<file path="src/rtl/gpu_pkg.sv">
// Shared GPU definitions: transfer counter width, read FIFO depth and the
// packed pixel-pair word moved between VRAM and the CPU.
package gpu_pkg;

  localparam int GPU_XFER_CNT_W      = 20;
  localparam int GPU_READ_FIFO_DEPTH = 16;

  // Two 16-bit pixels per 32-bit word; lo is the left pixel.
  typedef struct packed {
    logic [15:0] hi;
    logic [15:0] lo;
  } pixel_pair_t;

endpackage

</file>
<file path="src/rtl/gpu_sync_fifo.sv">
// Generic single-clock FIFO with a registered read port and an occupancy
// output. Pointers wrap modulo DEPTH; the level is tracked separately so
// full and empty are both representable (DEPTH+1 states).
//
// Handshake: a word is written when i_push is high and o_can_push is high in
// the same cycle. o_can_push comes from registered state only and does not
// look at i_push, nor at a pop in the same cycle (no full-bypass). A pop is
// taken when i_pop is high and the level is non-zero; the head word appears
// on o_rdata after the edge, otherwise o_rdata holds. i_clr empties the FIFO
// and discards any push/pop in that cycle, keeping o_rdata.
module gpu_sync_fifo #(
  parameter int DEPTH = 16,
  parameter int W     = 32
) (
  input  logic                     i_clk,
  input  logic                     i_rst,
  input  logic                     i_clr,
  input  logic                     i_push,
  input  logic [W-1:0]             i_wdata,
  output logic                     o_can_push,
  input  logic                     i_pop,
  output logic [W-1:0]             o_rdata,
  output logic                     o_empty,
  output logic [$clog2(DEPTH):0]   o_level
);

  localparam int AW = $clog2(DEPTH);
  localparam int LW = AW + 1;

  logic [W-1:0]  mem [DEPTH];
  logic [AW-1:0] wr_ptr;
  logic [AW-1:0] rd_ptr;
  logic [LW-1:0] level;
  logic          do_push;
  logic          do_pop;

  assign o_can_push = (level != LW'(DEPTH));
  assign o_empty    = (level == '0);
  assign o_level    = level;

  // Effective push/pop after full/empty qualification and clear.
  always_comb begin
    do_push = i_push && o_can_push && !i_clr;
    do_pop  = i_pop && !o_empty && !i_clr;
  end

  // Pointer and level bookkeeping.
  always_ff @(posedge i_clk) begin
    if (i_rst || i_clr) begin
      wr_ptr <= '0;
      rd_ptr <= '0;
      level  <= '0;
    end else begin
      if (do_push) wr_ptr <= wr_ptr + AW'(1);
      if (do_pop)  rd_ptr <= rd_ptr + AW'(1);
      case ({do_push, do_pop})
        2'b10:   level <= level + LW'(1);
        2'b01:   level <= level - LW'(1);
        default: level <= level;
      endcase
    end
  end

  // Storage array; no reset so it maps onto plain RAM.
  always_ff @(posedge i_clk) begin
    if (do_push && !i_rst) mem[wr_ptr] <= i_wdata;
  end

  // Registered read port: loads the head word on a pop, holds otherwise.
  always_ff @(posedge i_clk) begin
    if (i_rst)       o_rdata <= '0;
    else if (do_pop) o_rdata <= mem[rd_ptr];
  end

endmodule

</file>
<file path="src/rtl/gpu_vramcpu_read_fifo.sv">
// VRAM->CPU read path: buffers pixel pairs from the copy engine, serves
// GPUREAD strobes, counts down the words of the active transfer and drives
// the ready-to-send status bit, the transfer-done pulse and a sticky
// underflow flag.
//
// Engine side: a pair is taken when i_pairValid && o_pairAccept.
// CPU side: i_cpuRead is a one-cycle strobe; data shows on o_cpuData one
// cycle later if the FIFO was non-empty. Flush or start in a cycle discards
// any push or read presented in that cycle.
module gpu_vramcpu_read_fifo
  import gpu_pkg::*;
#(
  parameter int DEPTH = GPU_READ_FIFO_DEPTH,
  parameter int CNT_W = GPU_XFER_CNT_W
) (
  input  logic                   i_clk,
  input  logic                   i_rst,
  input  logic                   i_xferStart,
  input  logic [CNT_W-1:0]       i_xferWords,
  input  logic                   i_flush,
  input  logic                   i_pairValid,
  input  logic [31:0]            i_pairData,
  output logic                   o_pairAccept,
  input  logic                   i_cpuRead,
  output logic [31:0]            o_cpuData,
  output logic                   o_readReady,
  output logic                   o_xferDone,
  output logic                   o_underflow,
  output logic [$clog2(DEPTH):0] o_level
);

  pixel_pair_t      pair_in;
  pixel_pair_t      pair_out;
  logic             ctl_clear;
  logic             pop_req;
  logic             pop_ok;
  logic             fifo_empty;
  logic [CNT_W-1:0] remaining;
  logic [CNT_W-1:0] remaining_nxt;
  logic             done_nxt;
  logic             underflow_nxt;

  assign pair_in   = i_pairData;
  assign o_cpuData = pair_out;

  // Flush and start both empty the buffer and override push/pop.
  always_comb begin
    ctl_clear = i_flush || i_xferStart;
    pop_req   = i_cpuRead && !ctl_clear;
    pop_ok    = pop_req && !fifo_empty;
  end

  gpu_sync_fifo #(
    .DEPTH (DEPTH),
    .W     ($bits(pixel_pair_t))
  ) u_fifo (
    .i_clk      (i_clk),
    .i_rst      (i_rst),
    .i_clr      (ctl_clear),
    .i_push     (i_pairValid),
    .i_wdata    (pair_in),
    .o_can_push (o_pairAccept),
    .i_pop      (pop_req),
    .o_rdata    (pair_out),
    .o_empty    (fifo_empty),
    .o_level    (o_level)
  );

  // Next transfer count, done pulse and underflow flag.
  always_comb begin
    remaining_nxt = remaining;
    done_nxt      = 1'b0;
    underflow_nxt = o_underflow;
    if (i_flush) begin
      remaining_nxt = '0;
    end else if (i_xferStart) begin
      remaining_nxt = i_xferWords;
      underflow_nxt = 1'b0;
    end else if (pop_ok) begin
      // Excess words past the end of the transfer leave the count at zero.
      if (remaining != '0) begin
        remaining_nxt = remaining - CNT_W'(1);
        done_nxt      = (remaining == CNT_W'(1));
      end
    end else if (pop_req && remaining != '0) begin
      underflow_nxt = 1'b1;
    end
  end

  // Transfer status registers.
  always_ff @(posedge i_clk) begin
    if (i_rst) begin
      remaining   <= '0;
      o_readReady <= 1'b0;
      o_xferDone  <= 1'b0;
      o_underflow <= 1'b0;
    end else begin
      remaining   <= remaining_nxt;
      o_readReady <= (remaining_nxt != '0);
      o_xferDone  <= done_nxt;
      o_underflow <= underflow_nxt;
    end
  end

endmodule

</file>
<file path="config.mk">
export PLATFORM = sky130hd
export DESIGN_NAME = gpu_vramcpu_read_fifo
export DESIGN_NICKNAME = d
export VERILOG_FILES = /design/src/rtl/gpu_pkg.sv /design/src/rtl/gpu_sync_fifo.sv /design/src/rtl/gpu_vramcpu_read_fifo.sv
export SDC_FILE = /design/constraint.sdc
export NUM_CORES = 1
export LEC_CHECK = 0
export CORE_UTILIZATION = 50
export CTS_BUF_LIST = sky130_fd_sc_hd__clkbuf_2 sky130_fd_sc_hd__clkbuf_4 sky130_fd_sc_hd__clkbuf_8
export CTS_CLUSTER_SIZE = 16
export DETAILED_ROUTE_END_ITERATION = 10
export PLACE_DENSITY = 0.68
export SYNTH_ARGS = -nofsm -noshare
export SYNTH_HDL_FRONTEND = slang
export SYNTH_SLANG_ARGS = --single-unit
</file>
<file path="constraint.sdc">
create_clock -name i_clk -period 11.3 [get_ports i_clk]
set_clock_uncertainty 0.2 [all_clocks]
set_input_delay 2.26 -clock i_clk [delete_from_list [all_inputs] [get_ports i_clk]]
set_output_delay 2.26 -clock i_clk [all_outputs]
set_load 0.01 [all_outputs]
</file>
==> implementation parameters, run 1 <==
Parameter                              Value

Timing
  Accumulated negative setup slack    0 ns
  Transition time at the pin with the least slew margin    1.16 ns
  Setup repair after global routing missed its margin    false
  Endpoints failing setup    0
  Portion of the clock cycle consumed by the worst path in the final layout    52.2%
  Max-slew violation count    0
  Max Fclk    0.170 GHz
  Max-Slew Margin vs Limit    22.8%
  Endpoints failing hold    0
  Clock period minus final worst setup slack    5.89 ns

Global route
  Vias in the first global route    12100
  Total grt overflow    0
  Largest net degree at the start of global routing    55
  Number of antenna violations at the first check in global routing    1
  All-layer global routing usage    21.3%
  Wire length of the first global-routing pass    73.3 mm

Power
  Sum of internal, switching and leakage power    0.00424 W
  Power density of the placed cells    161 nW/um^2
  Worst-case vdd ir drop    0.111 mV
  Leakage    8.08 nW

Clocking
  H-tree depth    3
  Buffers from clock root to sink, at most    3
  Register clock-pin slew on the reported worst setup and hold paths    0.06 ns
  Total of hold buffers inserted after clock tree synthesis    0
  Number of clock buffers inserted by TritonCTS    92
  CTS tree    done
  Clk root buf    clkbuf_8
  CTS resizes    0
  Clk Latency, worst-skew pair    0.67 ns
  Post-CTS Setup Inserts    0
  Total number of clock tree sinks    580

Critical path
  CP max FO    42
  Worst reg-to-reg path cell count    10
  Crit path DAT    6.19 ns
  Setup Crit Path Kind    in -> reg
  Series of cell instances along the critical path    clkdlybuf4s50_1 > nor3b_2 > o21ai_4 > buf_4 > inv_2 > nand4b_1 > o21a_1 > o311ai_0 > o31ai_1 > nor4_1 > a41oi_1
  Stages on the worst setup path    11
  Reg2Reg Capture Point    o_readReady
  Worst reg-to-reg setup slack    7.38 ns
  Worst-path cell with the longest stage delay    clkdlybuf4s50_1
  Delay of the slowest cell on the worst path    0.88 ns
  Category of the worst setup path launch point    input pin
  Beginning of the worst register-to-register path    u_fifo.o_level[1]
  Worst Path Buf+Inv    3
  Critical path required time    11.59 ns
  Capture point of the critical path    o_readReady
  Worst setup EP type    flip-flop
  Crit path max-delay family    buffers and inverters
  Critical path launch point    i_xferStart

Placed design
  DPL Wire Length    25.9 mm
  Routability-driven placement congestion ratio    0.861
  Number of I/O port buffers    98
  Cell area reported after detailed placement    24400 um^2

Synthesis
  Netlist area before placement    22600 um^2
  Synthesized area divided by synthesized cell count    19.4 um^2
  Primary FF master, synth    edfxtp_1
  Warning count from the yosys run    0
  Dominant cells by area after synthesis    edfxtp_1 (68%), mux4_2 (16%), dfxtp_1 (6.0%), nand2_1 (1.4%), a21oi_1 (1.0%)
  Register bit total from synthesis    580
  Sequential area share after synthesis    74.0%
  Library cell occupying the most area in the post-synthesis netlist    edfxtp_1
  Post-synth cell types    54
  EDFF count, synth    512
  Gate count after technology mapping    1166
  Proportion of synthesized flip-flops having asynchronous set or reset    0%
  Post-synthesis net count    1237
  Area share of the largest cell type after synthesis    68.0%

Cells and area
  Synthesis-to-layout area growth    16.3%
  Antenna cell count    0
  Most common cell after layout, fill and taps aside    edfxtp_1
  Fraction of the core area covered by cells at the end of the flow    59.2%
  Share of post-route cells with drive strength above 1    25.8%
  NumNets Final    1391
  Most used cells in the layout excluding fill and tap cells    edfxtp_1 (512), mux4_2 (160), clkbuf_8 (101)
  Area of all placed cells without fillers    26300 um^2

Floorplan
  Starting utilization of the core area    50.9%
  Floorplan core area    44400 um^2
  Floorplan die width    215 um
  Die Area    46100 um^2
  IO Pins    99
  Count of standard-cell rows    77
  Die Height    215 um

Detailed routing
  Antenna violation net count after detailed routing    0
  DRT Pass-1 Iters    5
  DRC errors left    0
  Avg Vias per Cell    5.81
  Via count    11500
  DRC violation total after the first TritonRoute iteration    959
  Drt wl/cell    23.9 um
  Total Routed Length    47.4 mm

Flow run
  Max-cap violations    0

Worst hold path
  Tightest Hold Check Type    reg -> reg

Run status
  Result of the run    completed
==> registers in the layout, indices dropped and copies added, names as in the netlist <==
| signal | cells |
|---|---|
| u_fifo.o_level | 5 |
| o_readReady | 1 |
| u_fifo.o_rdata | 32 |
| u_fifo.rd_ptr | 4 |
| remaining | 20 |
| o_underflow | 1 |
| o_xferDone | 1 |
| u_fifo.wr_ptr | 4 |
| u_fifo.mem | 512 |
==> power breakdown <==
group,total [W],switching [W],internal (W)
Sequential,0.00234,0.00000420,0.00234
Clock,0.00180,0.000801,0.000997
Combinational,0.0000976,0.0000618,0.0000358
Total,0.00424,0.000867,0.00337
==> layer usage <==
metal	up-vias	part of all wire [%]	routed length (um)	track usage (%)
met5	-	0.023	11	0
met4	2	1.7	798	7.00
met3	64	6.1	2910	3.88
met2	383	49	23000	33.9
met1	6022	44	20700	30.1
li1	5060	-	-	-
==> through the flow <==
stage	std cells	hold WS [ns]	setup slack, ns
2_1_floorplan	1166	0.281	5.18
3_3_place_gp	1818	0.243	4.90
3_5_place_dp	1818	0.246	4.77
4_1_cts	1986	0.255	5.45
5_1_grt	1986	0.268	5.17
6_report	1986	0.252	5.41
==> synthesized netlist by cell type (6+ instances only) <==
cell type    n
inv_1       14
xor2_1       8
dfxtp_1     68
nor4_1      13
or3_1        6
nand4_1      6
a21oi_1     45
buf_1       20
nor3_1      21
edfxtp_1   512
nand2_1     83
ha_1        12
xnor2_1     11
nor2_1      59
clkbuf_1    43
nand3_1      9
mux4_2     160
==> cells by family after synthesis <==
logic type | count (synthesis) | synth area share, %
muxes | 160 | 15.9
DFF | 580 | 74.0
adders and majority gates | 13 | 0.752
AOI/OAI and AO/OA | 85 | 2.41
and+or+nand+nor | 228 | 4.78
buffers and inverters | 81 | 1.40
xor gates and xnor gates | 19 | 0.736
==> worst reg2reg max path: cells and delay by family, from the launching register on <==
kind | cells | cell delay (ns)
AOI/OAI and AO/OA | 3 | 0.49
DFF | 1 | 0.37
buffers and inverters | 2 | 0.92
and+or+nand+nor | 5 | 1.78
==> worst min path at each step <==
stage	from	to	slack, ns	cells past startpoint
2_1_floorplan	u_fifo.o_rdata[0]	u_fifo.o_rdata[0]	0.28	2
3_3_place_gp	u_fifo.o_rdata[8]	u_fifo.o_rdata[8]	0.24	2
3_5_place_dp	u_fifo.o_rdata[28]	u_fifo.o_rdata[28]	0.25	2
4_1_cts	u_fifo.o_rdata[28]	u_fifo.o_rdata[28]	0.25	2
5_1_grt	u_fifo.o_rdata[17]	u_fifo.o_rdata[17]	0.27	2
6_report	u_fifo.o_rdata[8]	u_fifo.o_rdata[8]	0.25	2
==> cell type report <==
type,instances,area [um^2]
tap,592,741
inverter,15,56.3
sequential,580,16700
clock buffer,131,1620
fill,3225,18100
timing repair buffer,126,1190
multi-input combinational,505,5680
clock inverter,37,279
No activity file was read; power rests on OpenSTA's default activity.
==> run 2, diff against run 1 <==
PLACE_DENSITY = 0.7   (was 0.68)
clock period = 5.2 ns   (was 11.3 ns; I/O delays follow)
==> run 2 against run 1 <==
Effect of this change:
- critical path type unchanged
- worst hold slack better by 0.0036 ns
- sequential power up 120%
- final area up 0.51%
- clock-buffer cell count down 2
- die area unchanged
- final cell count up 0.60%
- utilization up 0.30 points
- register-to-register slack worse by 5.9 ns
- via count up 2.0%
- highest routed layer is now met4
- non-clock buffer count up 8
- sequential share of layout area down 0.33 points
==> implementation parameters, run 2 (same netlist as run 1, synthesis figures left out) <==
Parameter                              Value

Clocking
  CTS tree    done
  Number of clock buffers inserted by TritonCTS    92 (unchanged)
  Clk Latency, worst-skew pair    0.64 ns (-0.03 ns)
  CTS resizes    0 (unchanged)
  Post-CTS Setup Inserts    0 (unchanged)
  Register clock-pin slew on the reported worst setup and hold paths    0.06 ns (about the same)
  Clk root buf    clkbuf_8
  Buffers from clock root to sink, at most    3 (unchanged)
  Total number of clock tree sinks    580 (unchanged)
  Total of hold buffers inserted after clock tree synthesis    0 (unchanged)
  H-tree depth    3 (unchanged)

Placed design
  Number of I/O port buffers    98 (unchanged)
  Routability-driven placement congestion ratio    0.892 (+3.7%)
  Cell area reported after detailed placement    24600 um^2 (+0.66%)
  DPL Wire Length    29.4 mm (+13%)

Floorplan
  Count of standard-cell rows    77 (unchanged)
  Die Area    46100 um^2 (unchanged)
  Die Height    215 um (unchanged)
  Starting utilization of the core area    50.9% (unchanged)
  Floorplan core area    44400 um^2 (unchanged)
  IO Pins    99 (unchanged)
  Floorplan die width    215 um (unchanged)

Cells and area
  Flip-flop count of the largest register, all copies and words added    512 (unchanged)
  NumNets Final    1399 (+0.58%)
  Largest registers    u_fifo.mem x512, u_fifo.o_rdata x32, remaining x20
  Most used cells in the layout excluding fill and tap cells    edfxtp_1 (512), mux4_2 (160), clkbuf_8 (103)
  Fill cells    3174 (-1.6%)
  Area of all placed cells without fillers    26400 um^2 (+0.51%)
  Register with the most flip-flops    u_fifo.mem
  Share of post-route cells with drive strength above 1    26.5% (+0.78 points)
  Most common cell after layout, fill and taps aside    edfxtp_1
  Synthesis-to-layout area growth    16.9%
  Antenna cell count    0 (unchanged)

Detailed routing
  DRC violation total after the first TritonRoute iteration    1234 (+29%)
  Antenna violation net count after detailed routing    0 (unchanged)
  Topmost layer with routed signal wires    met4
  Drt wl/cell    24.5 um (+2.8%)
  DRT Pass-1 Iters    5 (unchanged)
  Detailed route wirelength on metal2    23.9 mm (+3.9%)
  Via count    11800 (+2.0%)
  M1 WL    20.9 mm (+1.3%)
  Avg Vias per Cell    5.88 (+1.3%)
  DRC errors left    0 (unchanged)
  Total Routed Length    49.0 mm (+3.4%)
  Detailed route wirelength on metal3    3.29 mm (+13%)

Worst hold path
  Tightest Hold Check Type    reg -> reg
  Number of cells on the worst hold path    2 (unchanged)

Critical path
  Worst setup EP type    flip-flop
  Delay of the slowest cell on the worst path    0.43 ns (-0.45 ns)
  Setup Crit Path Kind    in -> reg
  Crit path max-delay family    buffers and inverters
  Worst reg-to-reg path cell count    13 (+3)
  Crit path DAT    4.13 ns (-2.06 ns)
  Stages on the worst setup path    14 (+3)
  Critical path required time    5.58 ns (-6.01 ns)
  Worst-path cell with the longest stage delay    clkdlybuf4s50_1
  CP max FO    21 (-50%)
  Series of cell instances along the critical path    clkdlybuf4s50_1 > nor3b_2 > o21ai_4 > inv_2 > buf_4 > ha_1 > inv_1 > fa_1 > inv_1 > a21o_1 > a21oi_1 > xnor2_1 > or3_1 > a21oi_1
  Worst Path Buf+Inv    5 (+2)
  Category of the worst setup path launch point    input pin

Timing
  Setup repair after global routing missed its margin    false
  Clock period minus final worst setup slack    3.75 ns
  Endpoints failing hold    0 (unchanged)
  Max-slew violation count    0 (unchanged)
  Accumulated negative setup slack    0 ns (unchanged)
  Portion of the clock cycle consumed by the worst path in the final layout    72.2%
  Endpoints failing setup    0 (unchanged)
  Max Fclk    0.266 GHz
  Transition time at the pin with the least slew margin    1.07 ns (-0.0884 ns)
  Max-Slew Margin vs Limit    28.7% (+5.9 points)

Global route
  Total grt overflow    0 (unchanged)
  All-layer global routing usage    21.8% (+0.50 points)
  Vias in the first global route    12100 (-0.47%)
  Number of antenna violations at the first check in global routing    0 (-1)
  Largest net degree at the start of global routing    72 (+31%)
  Wire length of the first global-routing pass    75.0 mm (+2.3%)

Power
  Sum of internal, switching and leakage power    0.00915 W (+120%)
  Leakage    8.13 nW (+0.66%)
  Power density of the placed cells    346 nW/um^2 (+120%)
  Worst-case vdd ir drop    0.175 mV (+58%)

Run status
  Result of the run    completed

Flow run
  Max-cap violations    0 (unchanged)
[run 2: cell types whose count changed in the layout (fill, tap and decap cells not counted), moves of 2 or more]
cell,delta
clkinv_2,+10
buf_12,+8
clkbuf_4,-4
clkinvlp_4,+3
inv_8,-3
clkbuf_8,+2
clkinv_1,-2
[run 2: area by class of cell]
| type | count | area (um^2) | area share, % |
|---|---|---|---|
| inverter | 15 | 56.3 | 0.213 |
| sequential | 580 | 16700 | 63.3 |
| clock buffer | 129 | 1610 | 6.10 |
| timing repair buffer | 134 | 1350 | 5.09 |
| tap | 592 | 741 | 2.80 |
| clock inverter | 43 | 256 | 0.970 |
| multi-input combinational | 505 | 5680 | 21.5 |
[run 2: worst reg2reg max path: stages, from the launching register on]
cell and delay [ns]:
dfxtp_1 0.36, or4_4 0.58, o21ai_4 0.63, inv_2 0.08
buf_4 0.25, ha_1 0.30, inv_1 0.12, fa_1 0.22
inv_1 0.05, a21o_1 0.15, a21oi_1 0.16, xnor2_1 0.09
or3_1 0.30, a21oi_1 0.13
[run 2: report_power, final]
group | switching (W) | internal, W
logic | 0.000141 | 0.0000789
clock network | 0.00174 | 0.00211
registers | 0.00000984 | 0.00508
total | 0.00189 | 0.00727
[run 2: stage by stage]
step / hold slack, ns / util [%] / cells / worst slack [ns]
final: 0.256 / 59.5 / 1998 / 1.45
after global routing: 0.269 / 59.5 / 1998 / 1.27
after CTS: 0.256 / 59.5 / 1998 / 1.47
after detailed placement: 0.248 / 55.3 / 1826 / 0.787
after global placement: 0.244 / 55.3 / 1826 / 0.815
after floorplan: 0.281 / - / 1166 / 0.298
[run 2: final timing paths]
check | slack, ns | end | startpoint
setup reg to reg | 1.52 | u_fifo.o_level[4] | u_fifo.o_level[0]
hold / removal | 0.26 | u_fifo.o_rdata[15] | u_fifo.o_rdata[15]
hold reg to reg | 0.26 | u_fifo.o_rdata[15] | u_fifo.o_rdata[15]
setup / recovery | 1.45 | u_fifo.o_level[4] | i_flush
[run 2: routing by layer]
metal  vias up  GRT usage (%)
met1      6137           30.4
met2       457           34.5
met4         0           5.76
met5         -              0
li1       5093              -
met3        69           5.53
